`config.mk`:
```
export PLATFORM = sky130hd
export DESIGN_NAME = fetch_pc_unit
export DESIGN_NICKNAME = d
export VERILOG_FILES = /design/src/rtl/fetch_pc_unit.sv
export SDC_FILE = /design/constraint.sdc
export NUM_CORES = 1
export LEC_CHECK = 0
export ABC_CLOCK_PERIOD_IN_PS = 4500
export BUFFER_PORTS_ARGS = -buffer_cell sky130_fd_sc_hd__buf_4
export CAP_MARGIN = 20
export CORE_MARGIN = 1
export CORE_UTILIZATION = 54
export DETAILED_ROUTE_END_ITERATION = 8
export PLACE_DENSITY = 0.93
export REMOVE_ABC_BUFFERS = 1
export SETUP_SLACK_MARGIN = 0.2
export SLEW_MARGIN = 20
export SYNTH_ARGS = -nofsm -noshare
export SYNTH_HDL_FRONTEND = slang
export SYNTH_SLANG_ARGS = --single-unit
export TNS_END_PERCENT = 100
```
`constraint.sdc`:
```
create_clock -name clk -period 4.5 [get_ports clk]
set_clock_uncertainty 0.15 [all_clocks]
set_input_delay 1.125 -clock clk [delete_from_list [all_inputs] [get_ports clk]]
set_output_delay 1.125 -clock clk [all_outputs]
set_load 0.05 [all_outputs]
```
`src/rtl/fetch_pc_unit.sv`:
```
// Instruction-fetch PC unit: drives a combinational instruction memory and
// fills the IF/ID register, with BOOT/RUN/HALT sequencing and sticky errors.
module fetch_pc_unit #(
  parameter logic [31:0] RESET_VECTOR = 32'h0000_0000,
  parameter int          IMEM_WORDS   = 32
) (
  input  logic        clk,
  input  logic        rst_n,
  input  logic        stall,
  input  logic        redirect_valid,
  input  logic [31:0] redirect_target,
  output logic [31:0] imem_addr,
  input  logic [31:0] imem_rdata,
  output logic        ifid_valid,
  output logic [31:0] ifid_pc,
  output logic [31:0] ifid_instr,
  output logic [31:0] ifid_pc_plus4,
  output logic        halted,
  output logic [1:0]  err_code,
  output logic [31:0] fetch_count
);

  typedef enum logic [1:0] {
    BOOT = 2'd0,
    RUN  = 2'd1,
    HALT = 2'd2
  } state_t;

  localparam logic [32:0] PC_LIMIT = 33'(4 * IMEM_WORDS);
  localparam logic [31:0] EBREAK   = 32'h0010_0073;
  localparam logic [1:0]  ERR_NONE      = 2'd0;
  localparam logic [1:0]  ERR_MISALIGN  = 2'd1;
  localparam logic [1:0]  ERR_OOR       = 2'd2;

  state_t      state;
  logic [31:0] pc;
  logic [31:0] pc_plus4;
  logic        pc_out_of_range;
  logic        redirect_aligned;
  logic        fetch_is_ebreak;

  assign imem_addr        = pc;
  assign halted           = (state == HALT);
  assign pc_plus4         = pc + 32'd4;
  assign pc_out_of_range  = ({1'b0, pc} >= PC_LIMIT);
  assign redirect_aligned = (redirect_target[1:0] == 2'b00);
  assign fetch_is_ebreak  = (imem_rdata == EBREAK);

  // Priority in RUN: redirect, then out-of-range PC, then stall, then capture.
  always_ff @(posedge clk or negedge rst_n) begin
    if (!rst_n) begin
      state         <= BOOT;
      pc            <= RESET_VECTOR;
      ifid_valid    <= 1'b0;
      ifid_pc       <= 32'd0;
      ifid_instr    <= 32'd0;
      ifid_pc_plus4 <= 32'd0;
      err_code      <= ERR_NONE;
      fetch_count   <= 32'd0;
    end else begin
      case (state)
        BOOT: state <= RUN;
        RUN: begin
          if (redirect_valid) begin
            ifid_valid <= 1'b0;
            if (redirect_aligned) begin
              pc <= redirect_target;
            end else begin
              err_code <= ERR_MISALIGN;
              state    <= HALT;
            end
          end else if (pc_out_of_range) begin
            ifid_valid <= 1'b0;
            err_code   <= ERR_OOR;
            state      <= HALT;
          end else if (!stall) begin
            ifid_valid    <= 1'b1;
            ifid_pc       <= pc;
            ifid_instr    <= imem_rdata;
            ifid_pc_plus4 <= pc_plus4;
            fetch_count   <= fetch_count + 32'd1;
            // EBREAK completes its capture but parks the PC on itself.
            if (fetch_is_ebreak) begin
              state <= HALT;
            end else begin
              pc <= pc_plus4;
            end
          end
        end
        HALT: ifid_valid <= 1'b0;
        default: state <= HALT;
      endcase
    end
  end

endmodule

```
==> impl_metrics.env, run 1 <==
export IMPL_result_of_the_run="finished, final reports clean"
export IMPL_clkSinkCount=163
export IMPL_critical_path_buf_inv_count=1
export IMPL_m1WireLength_mm=6.59
export IMPL_largest_area_contributor_in_the_synthesized_netlist="sky130_fd_sc_hd__dfrtp_1"
export IMPL_timing_critical_path_max_delay_family="compound AO/OA/AOI/OAI gates"
export IMPL_detail_route_wirelength_mm=16.5
export IMPL_placed_cell_area_um2=8530
export IMPL_floorplan_initialDensity=0.556
export IMPL_syn_area_per_cell_um2=10.8
export IMPL_power_static_leakage_nw=5.03
export IMPL_topRoutingLayerUsed="met4"
export IMPL_antenna_left=0
export IMPL_crit_required_ns=4.68
export IMPL_timing_critical_path_from_type="input port"
export IMPL_place_worst_setup_slack_ns=1.10
export IMPL_setup_tns_final_ns=0
export IMPL_synth_seq_area_share=0.611
export IMPL_fmax_mhz=338
export IMPL_detail_route_drc_violations=0
export IMPL_timing_setup_critical_path_class="input port to register"
export IMPL_cts_inserted_buffers=17
export IMPL_power_per_cell_area_nw_per_um2=337
export IMPL_cts_tree="built"
export IMPL_met2_wirelength_mm=8.20
export IMPL_first_global_vias=5259
export IMPL_synth_top_cells_by_area="sky130_fd_sc_hd__dfrtp_1 (61%), sky130_fd_sc_hd__nand2_1 (11%), sky130_fd_sc_hd__and2_1 (5.2%)"
export IMPL_cts_reportedPaths_clkPinSlew_ns=0.06
export IMPL_report_final_hold_viol_count=0
export IMPL_chipHeight_um=113
export IMPL_first_iter_violations=403
export IMPL_final_min_clock_period_ns=2.96
export IMPL_syn_inst=621
export IMPL_initial_antenna_violation_count=0
export IMPL_r2r_worst_path_cells=8
export IMPL_internal_power_mw=2.47
export IMPL_num_rows=40
export IMPL_post_route_cell_area_um2=9160
export IMPL_dpl_hpwl_mm=11.5
export IMPL_root_driver="sky130_fd_sc_hd__clkbuf_16"
export IMPL_sw_frac_of_total=0.200
export IMPL_yosys_warnings=0
export IMPL_timing_final_setup_violations=0
export IMPL_crit_chain="buf_4 > nor4_1 > nand4_1 > o2111ai_1 > o22ai_1 > a211oi_1"
export IMPL_antenna_cells_inserted=0
export IMPL_fin_hold_ws_ns=0.317
export IMPL_worst_path_stages=6
export IMPL_routed_wire_length_per_instance_um=16.3
export IMPL_sequentialPowerShare=0.475
export IMPL_die_area_um2=12800
export IMPL_min_delay_path_class="register to register"
export IMPL_fin_total_pwr_mw=3.08
export IMPL_routability_cong=0.810
export IMPL_share_of_total_power_in_combinational_logic=0.030
export IMPL_post_cts_setup_buffer_count=0
export IMPL_post_route_worst_setup_slack_ns=1.54
export IMPL_min_path_cells=2
export IMPL_cts_buffer_depth=2
export IMPL_mostFrequentLayoutCell="sky130_fd_sc_hd__buf_4"
export IMPL_synth_distinct_cells=46
export IMPL_placement_io_buffers=231
export IMPL_die_width_um=113
export IMPL_final_min_period_over_clock_period=0.658
export IMPL_routed_via_density=5.31
export IMPL_drive_above_1_share=0.342
export IMPL_synthesis_area_um2=6680
export IMPL_timing_final_max_slew_violations=0
export IMPL_finalNonFillerCells=1007
export IMPL_nNetsFinal=922
export IMPL_fin_util=0.763
export IMPL_clock_insertion_delay_worst_skew_ns=0.42
export IMPL_worst_pin_slew_ns=1.01
export IMPL_path_max_fanout=11
export IMPL_design_portCount=232
export IMPL_critical_path_arrival_ns=3.14
export IMPL_cpMaxStageDelayCell="sky130_fd_sc_hd__o2111ai_1"
export IMPL_cpPeakStageDelay_ns=0.74
export IMPL_dpl_cell_count=976
export IMPL_area_growth_from_synthesis_to_layout_pct=37.1
export IMPL_synth_top_area_share=0.611
export IMPL_maximum_number_of_pins_on_one_net_before_global_route_repair=93
export IMPL_cp_end_kind="register"
export IMPL_drtPass1Iterations=5
export IMPL_vdd_drop_max_v=0.000232
export IMPL_global_route_overflow_total=0
export IMPL_wire_length_on_met3_mm=1.30
export IMPL_detailroute_via_count=5343
export IMPL_grt_setup_unrepaired="no"
export IMPL_slew_headroom=0.324
export IMPL_htree_levels=4
export IMPL_layout_cells_most_common_list="sky130_fd_sc_hd__buf_4 (237), sky130_fd_sc_hd__nand2_1 (204), sky130_fd_sc_hd__dfrtp_1 (163)"
export IMPL_drv_max_cap_violation_count=0
export IMPL_post_cts_resized_instances=0
export IMPL_pwr_share_clk=0.495
export IMPL_core_area_um2=12000
export IMPL_holdBufCountCts=0
export IMPL_netSwitchingPower_mw=0.617
export IMPL_grtUsageTotal=0.267
export IMPL_grt_first_pass_wirelength_mm=26.1
export IMPL_synth_ff_latch_count=163
==> layer usage <==
layer,track usage,vias to the layer above
met2,0.448,248
met1,0.318,2590
met5,0,-
met3,0.0809,29
li1,-,2476
met4,0.121,0
==> flip-flops by register name, summed over array words and instances, names as in the netlist <==
name           flops
imem_addr         32
state              2
err_code           2
ifid_pc           32
ifid_pc_plus4     30
fetch_count       32
ifid_valid         1
ifid_instr        32
==> Yosys cell counts (all sizes together) <==
cell,instances
o21ai,11
o2bb2ai,1
ha,6
buf,16
nor2,11
mux2i,1
and4b,1
and2,56
and3,9
and4,6
nor4b,1
clkbuf,15
nand4,15
nand3,17
a211oi,4
dfrtp,163
nand2b,1
a21oi,5
a31oi,3
o2111ai,1
mux2,2
and2b,1
nor4bb,1
nor4,14
nor3,5
inv,10
o31ai,1
xnor2,29
o22ai,3
nand2,204
xor2,6
nor3b,2
==> tightest hold or removal path: stages, from the launching register on <==
cell                      delay (ns)
sky130_fd_sc_hd__dfrtp_1        0.34
sky130_fd_sc_hd__nand2_1        0.05
sky130_fd_sc_hd__nand2_1        0.05
==> power groups by stage <==
stage               Combinational (mW)  Clock [mW]  Sequential (mW)
floorplan                      0.00756           0             1.49
global placement                0.0904           0             1.49
detailed placement              0.0920           0             1.49
CTS                             0.0930        1.55             1.47
global route                     0.101        1.62             1.46
finish                          0.0917        1.53             1.47
==> cell type report <==
type / count / area (um^2)
Clock buffer: 20 / 457
Multi-Input combinational cell: 417 / 2420
Clock inverter: 11 / 174
Tap cell: 147 / 184
Sequential cell: 163 / 4080
Inverter: 10 / 37.5
Timing Repair Buffer: 239 / 1810
Fill cell: 784 / 2850
==> cell families after synthesis <==
| family | share of synthesized area |
|---|---|
| adders and majority gates | 0.0112 |
| xor gates and xnor gates | 0.0459 |
| DFF | 0.611 |
| muxes | 0.00487 |
| and+or+nand+nor | 0.272 |
| AOI/OAI and AO/OA | 0.0266 |
| buffers and inverters | 0.0287 |
==> worst paths after layout <==
path | from | end | slack (ns)
max | imem_rdata[25] | imem_addr[4]$_DFFE_PN0P_ | 1.54
max in group asynchronous | rst_n | ifid_pc[16]$_DFFE_PN0P_ | 2.88
min | ifid_pc_plus4[3]$_DFFE_PN0P_ | ifid_pc_plus4[3]$_DFFE_PN0P_ | 0.32
max reg2reg | state[1]$_DFFE_PN0P_ | ifid_instr[2]$_DFFE_PN0P_ | 1.63
min in group asynchronous | rst_n | fetch_count[14]$_DFFE_PN0P_ | 0.47
min reg2reg | ifid_pc_plus4[3]$_DFFE_PN0P_ | ifid_pc_plus4[3]$_DFFE_PN0P_ | 0.32
Note: power is estimated with default switching activity, not from simulation.
==> run 2, diff against run 1 <==
--- a/config.mk
+++ b/config.mk
@@ -5,13 +5,13 @@
 export SDC_FILE = /design/constraint.sdc
 export NUM_CORES = 1
 export LEC_CHECK = 0
-export ABC_CLOCK_PERIOD_IN_PS = 4500
+export ABC_CLOCK_PERIOD_IN_PS = 2800
 export BUFFER_PORTS_ARGS = -buffer_cell sky130_fd_sc_hd__buf_4
 export CAP_MARGIN = 20
 export CORE_MARGIN = 1
-export CORE_UTILIZATION = 54
+export CORE_UTILIZATION = 50
 export DETAILED_ROUTE_END_ITERATION = 8
-export PLACE_DENSITY = 0.93
+export PLACE_DENSITY = 0.88
 export REMOVE_ABC_BUFFERS = 1
 export SETUP_SLACK_MARGIN = 0.2
 export SLEW_MARGIN = 20
==> constraint.sdc (replaced) <==
create_clock -name clk -period 2.8 [get_ports clk]
set_clock_uncertainty 0.15 [all_clocks]
set_input_delay 0.7 -clock clk [delete_from_list [all_inputs] [get_ports clk]]
set_output_delay 0.7 -clock clk [all_outputs]
set_load 0.05 [all_outputs]
==> run 2 against run 1 <==
Net effect: critical path type is now register to register; register-to-register slack worse by 1.3 ns; sequential power up 61%; worst setup slack worse by 1.2 ns; clock-buffer cell count down 1; clock power up 39%; sequential share of layout area up 0.15 points.
==> impl_metrics.env, run 2 (synthesized netlist as in run 1, its figures left out) <==
export IMPL_chipHeight_um=118
export IMPL_area_growth_from_synthesis_to_layout_pct=36.7
export IMPL_setup_tns_final_ns=0
export IMPL_vdd_drop_max_v=0.000302
export IMPL_layout_cells_most_common_list="sky130_fd_sc_hd__buf_4 (238), sky130_fd_sc_hd__nand2_1 (204), sky130_fd_sc_hd__dfrtp_1 (163)"
export IMPL_crit_chain="inv_1 > ha_1 > and2b_2 > and2_1 > and3_2 > buf_4 > nand2_1 > nand2_1"
export IMPL_timing_critical_path_from_type="register"
export IMPL_timing_critical_path_max_delay_family="simple AND/OR/NAND/NOR gates"
export IMPL_floorplan_initialDensity=0.521
export IMPL_power_per_cell_area_nw_per_um2=508
export IMPL_placement_io_buffers=231
export IMPL_clock_insertion_delay_worst_skew_ns=0.42
export IMPL_num_rows=41
export IMPL_drtPass1Iterations=4
export IMPL_r2r_setup_slack_ns=0.37
export IMPL_met3_usage=0.0712
export IMPL_die_area_um2=13800
export IMPL_worst_path_most_repeated_cell="sky130_fd_sc_hd__nand2_1"
export IMPL_detail_route_drc_violations=0
export IMPL_r2r_start="state[1]$_DFFE_PN0P_"
export IMPL_final_min_period_over_clock_period=0.867
export IMPL_path_max_fanout=17
export IMPL_netSwitchingPower_mw=0.989
export IMPL_grt_setup_unrepaired="no"
export IMPL_placed_cell_area_um2=8590
export IMPL_r2r_end="ifid_instr[25]$_DFFE_PN0P_"
export IMPL_nNetsFinal=924
export IMPL_finalNonFillerCells=1034
export IMPL_post_cts_resized_instances=0
export IMPL_sw_frac_of_total=0.213
export IMPL_timing_setup_critical_path_class="register to register"
export IMPL_grtUsageTotal=0.249
export IMPL_design_portCount=232
export IMPL_crit_path_from="state[1]$_DFFE_PN0P_"
export IMPL_internal_power_mw=3.65
export IMPL_share_of_total_power_in_combinational_logic=0.032
export IMPL_maximum_number_of_pins_on_one_net_before_global_route_repair=62
export IMPL_dpl_cell_count=1003
export IMPL_cts_inserted_buffers=17
export IMPL_timing_final_setup_violations=0
export IMPL_routed_wire_length_per_instance_um=15.9
export IMPL_fmax_mhz=412
export IMPL_dpl_hpwl_mm=11.9
export IMPL_holdBufCountCts=0
export IMPL_cts_reportedPaths_clkPinSlew_ns=0.06
export IMPL_result_of_the_run="finished, final reports clean"
export IMPL_pwr_share_clk=0.460
export IMPL_cp_end_kind="register"
export IMPL_routability_cong=0.824
export IMPL_core_area_um2=12800
export IMPL_critical_path_buf_inv_count=2
export IMPL_cpPeakStageDelay_ns=0.42
export IMPL_critical_path_arrival_ns=2.63
export IMPL_fin_hold_ws_ns=0.0729
export IMPL_antenna_cells_inserted=0
export IMPL_sequentialPowerShare=0.508
export IMPL_detailroute_via_count=5260
export IMPL_clkSinkCount=163
export IMPL_antenna_left=0
export IMPL_global_route_overflow_total=0
export IMPL_routed_via_density=5.09
export IMPL_fin_total_pwr_mw=4.63
export IMPL_r2r_worst_path_cells=8
export IMPL_htree_levels=4
export IMPL_grt_busiest_layer="met2"
export IMPL_met2_usage=0.425
export IMPL_die_width_um=118
export IMPL_first_global_vias=5272
export IMPL_post_cts_setup_buffer_count=0
export IMPL_drive_above_1_share=0.343
export IMPL_report_final_hold_viol_count=0
export IMPL_timing_final_max_slew_violations=0
export IMPL_cts_tree="built"
export IMPL_final_min_clock_period_ns=2.43
export IMPL_post_route_cell_area_um2=9130
export IMPL_cts_buffer_depth=2
export IMPL_min_delay_path_class="input port to async pin"
export IMPL_cpMaxStageDelayCell="sky130_fd_sc_hd__and3_2"
export IMPL_slew_headroom=0.574
export IMPL_worstSetupEndpoint="ifid_instr[25]$_DFFE_PN0P_"
export IMPL_worst_pin_slew_ns=0.637
export IMPL_mostFrequentLayoutCell="sky130_fd_sc_hd__buf_4"
export IMPL_drv_max_cap_violation_count=0
export IMPL_crit_required_ns=3.00
export IMPL_root_driver="sky130_fd_sc_hd__clkbuf_16"
export IMPL_power_static_leakage_nw=5.00
export IMPL_worst_path_stages=8
export IMPL_detail_route_wirelength_mm=16.4
export IMPL_grtUsageMet1=0.304
export IMPL_initial_antenna_violation_count=0
export IMPL_first_iter_violations=346
export IMPL_grt_first_pass_wirelength_mm=26.8
==> run 2: worst register-to-register path: cells and delay by family (launching register included) <==
kind | cells | cell delay (ns)
adder cells (fa/ha/maj) | 1 | 0.33
AND/OR/NAND/NOR | 5 | 1.12
flip-flops | 1 | 0.38
buffers and inverters | 2 | 0.39
==> run 2: layer usage <==
| layer | vias up | wire (um) |
|---|---|---|
| li1 | 2485 | - |
| met1 | 2552 | 6810 |
| met2 | 198 | 8200 |
| met3 | 25 | 1120 |
| met4 | 0 | 263 |
| met5 | - | 0 |
==> run 2: through the flow <==
step,util,setup WS (ns)
floorplan,-,-0.161
finish,0.712,0.373
global placement,0.670,0.210
global route,0.712,0.203
detailed placement,0.670,0.139
CTS,0.712,0.367
==> run 2: power groups by stage <==
stage	Clock (mW)	Combinational, mW	Sequential, mW
6_report	2.13	0.147	2.36
5_1_grt	2.29	0.162	2.35
4_1_cts	2.17	0.150	2.36
3_5_place_dp	0	0.149	2.40
3_3_place_gp	0	0.147	2.40
2_1_floorplan	0	0.0122	2.40
==> run 2: how the worst min path moves through the flow <==
| stage | slack, ns | cells after the start | to | start |
|---|---|---|---|---|
| final | 0.07 | 1 | imem_addr[11]$_DFFE_PN0P_ | rst_n |
| after floorplan | 0.25 | 0 | err_code[0]$_DFFE_PN0P_ | rst_n |
| after CTS | 0.09 | 1 | imem_addr[11]$_DFFE_PN0P_ | rst_n |
| after detailed placement | 0.31 | 2 | ifid_instr[2]$_DFFE_PN0P_ | ifid_instr[2]$_DFFE_PN0P_ |
| after global placement | 0.30 | 2 | ifid_instr[19]$_DFFE_PN0P_ | ifid_instr[19]$_DFFE_PN0P_ |
| after global routing | 0.09 | 1 | imem_addr[11]$_DFFE_PN0P_ | rst_n |
==> run 2: final cells by class <==
class	instances	area, um^2
clock buffer	19	433
fill	923	3700
timing repair buffer	241	1840
sequential	163	4080
multi-input combinational	417	2420
clock inverter	12	108
inverter	10	37.5
tap	172	215
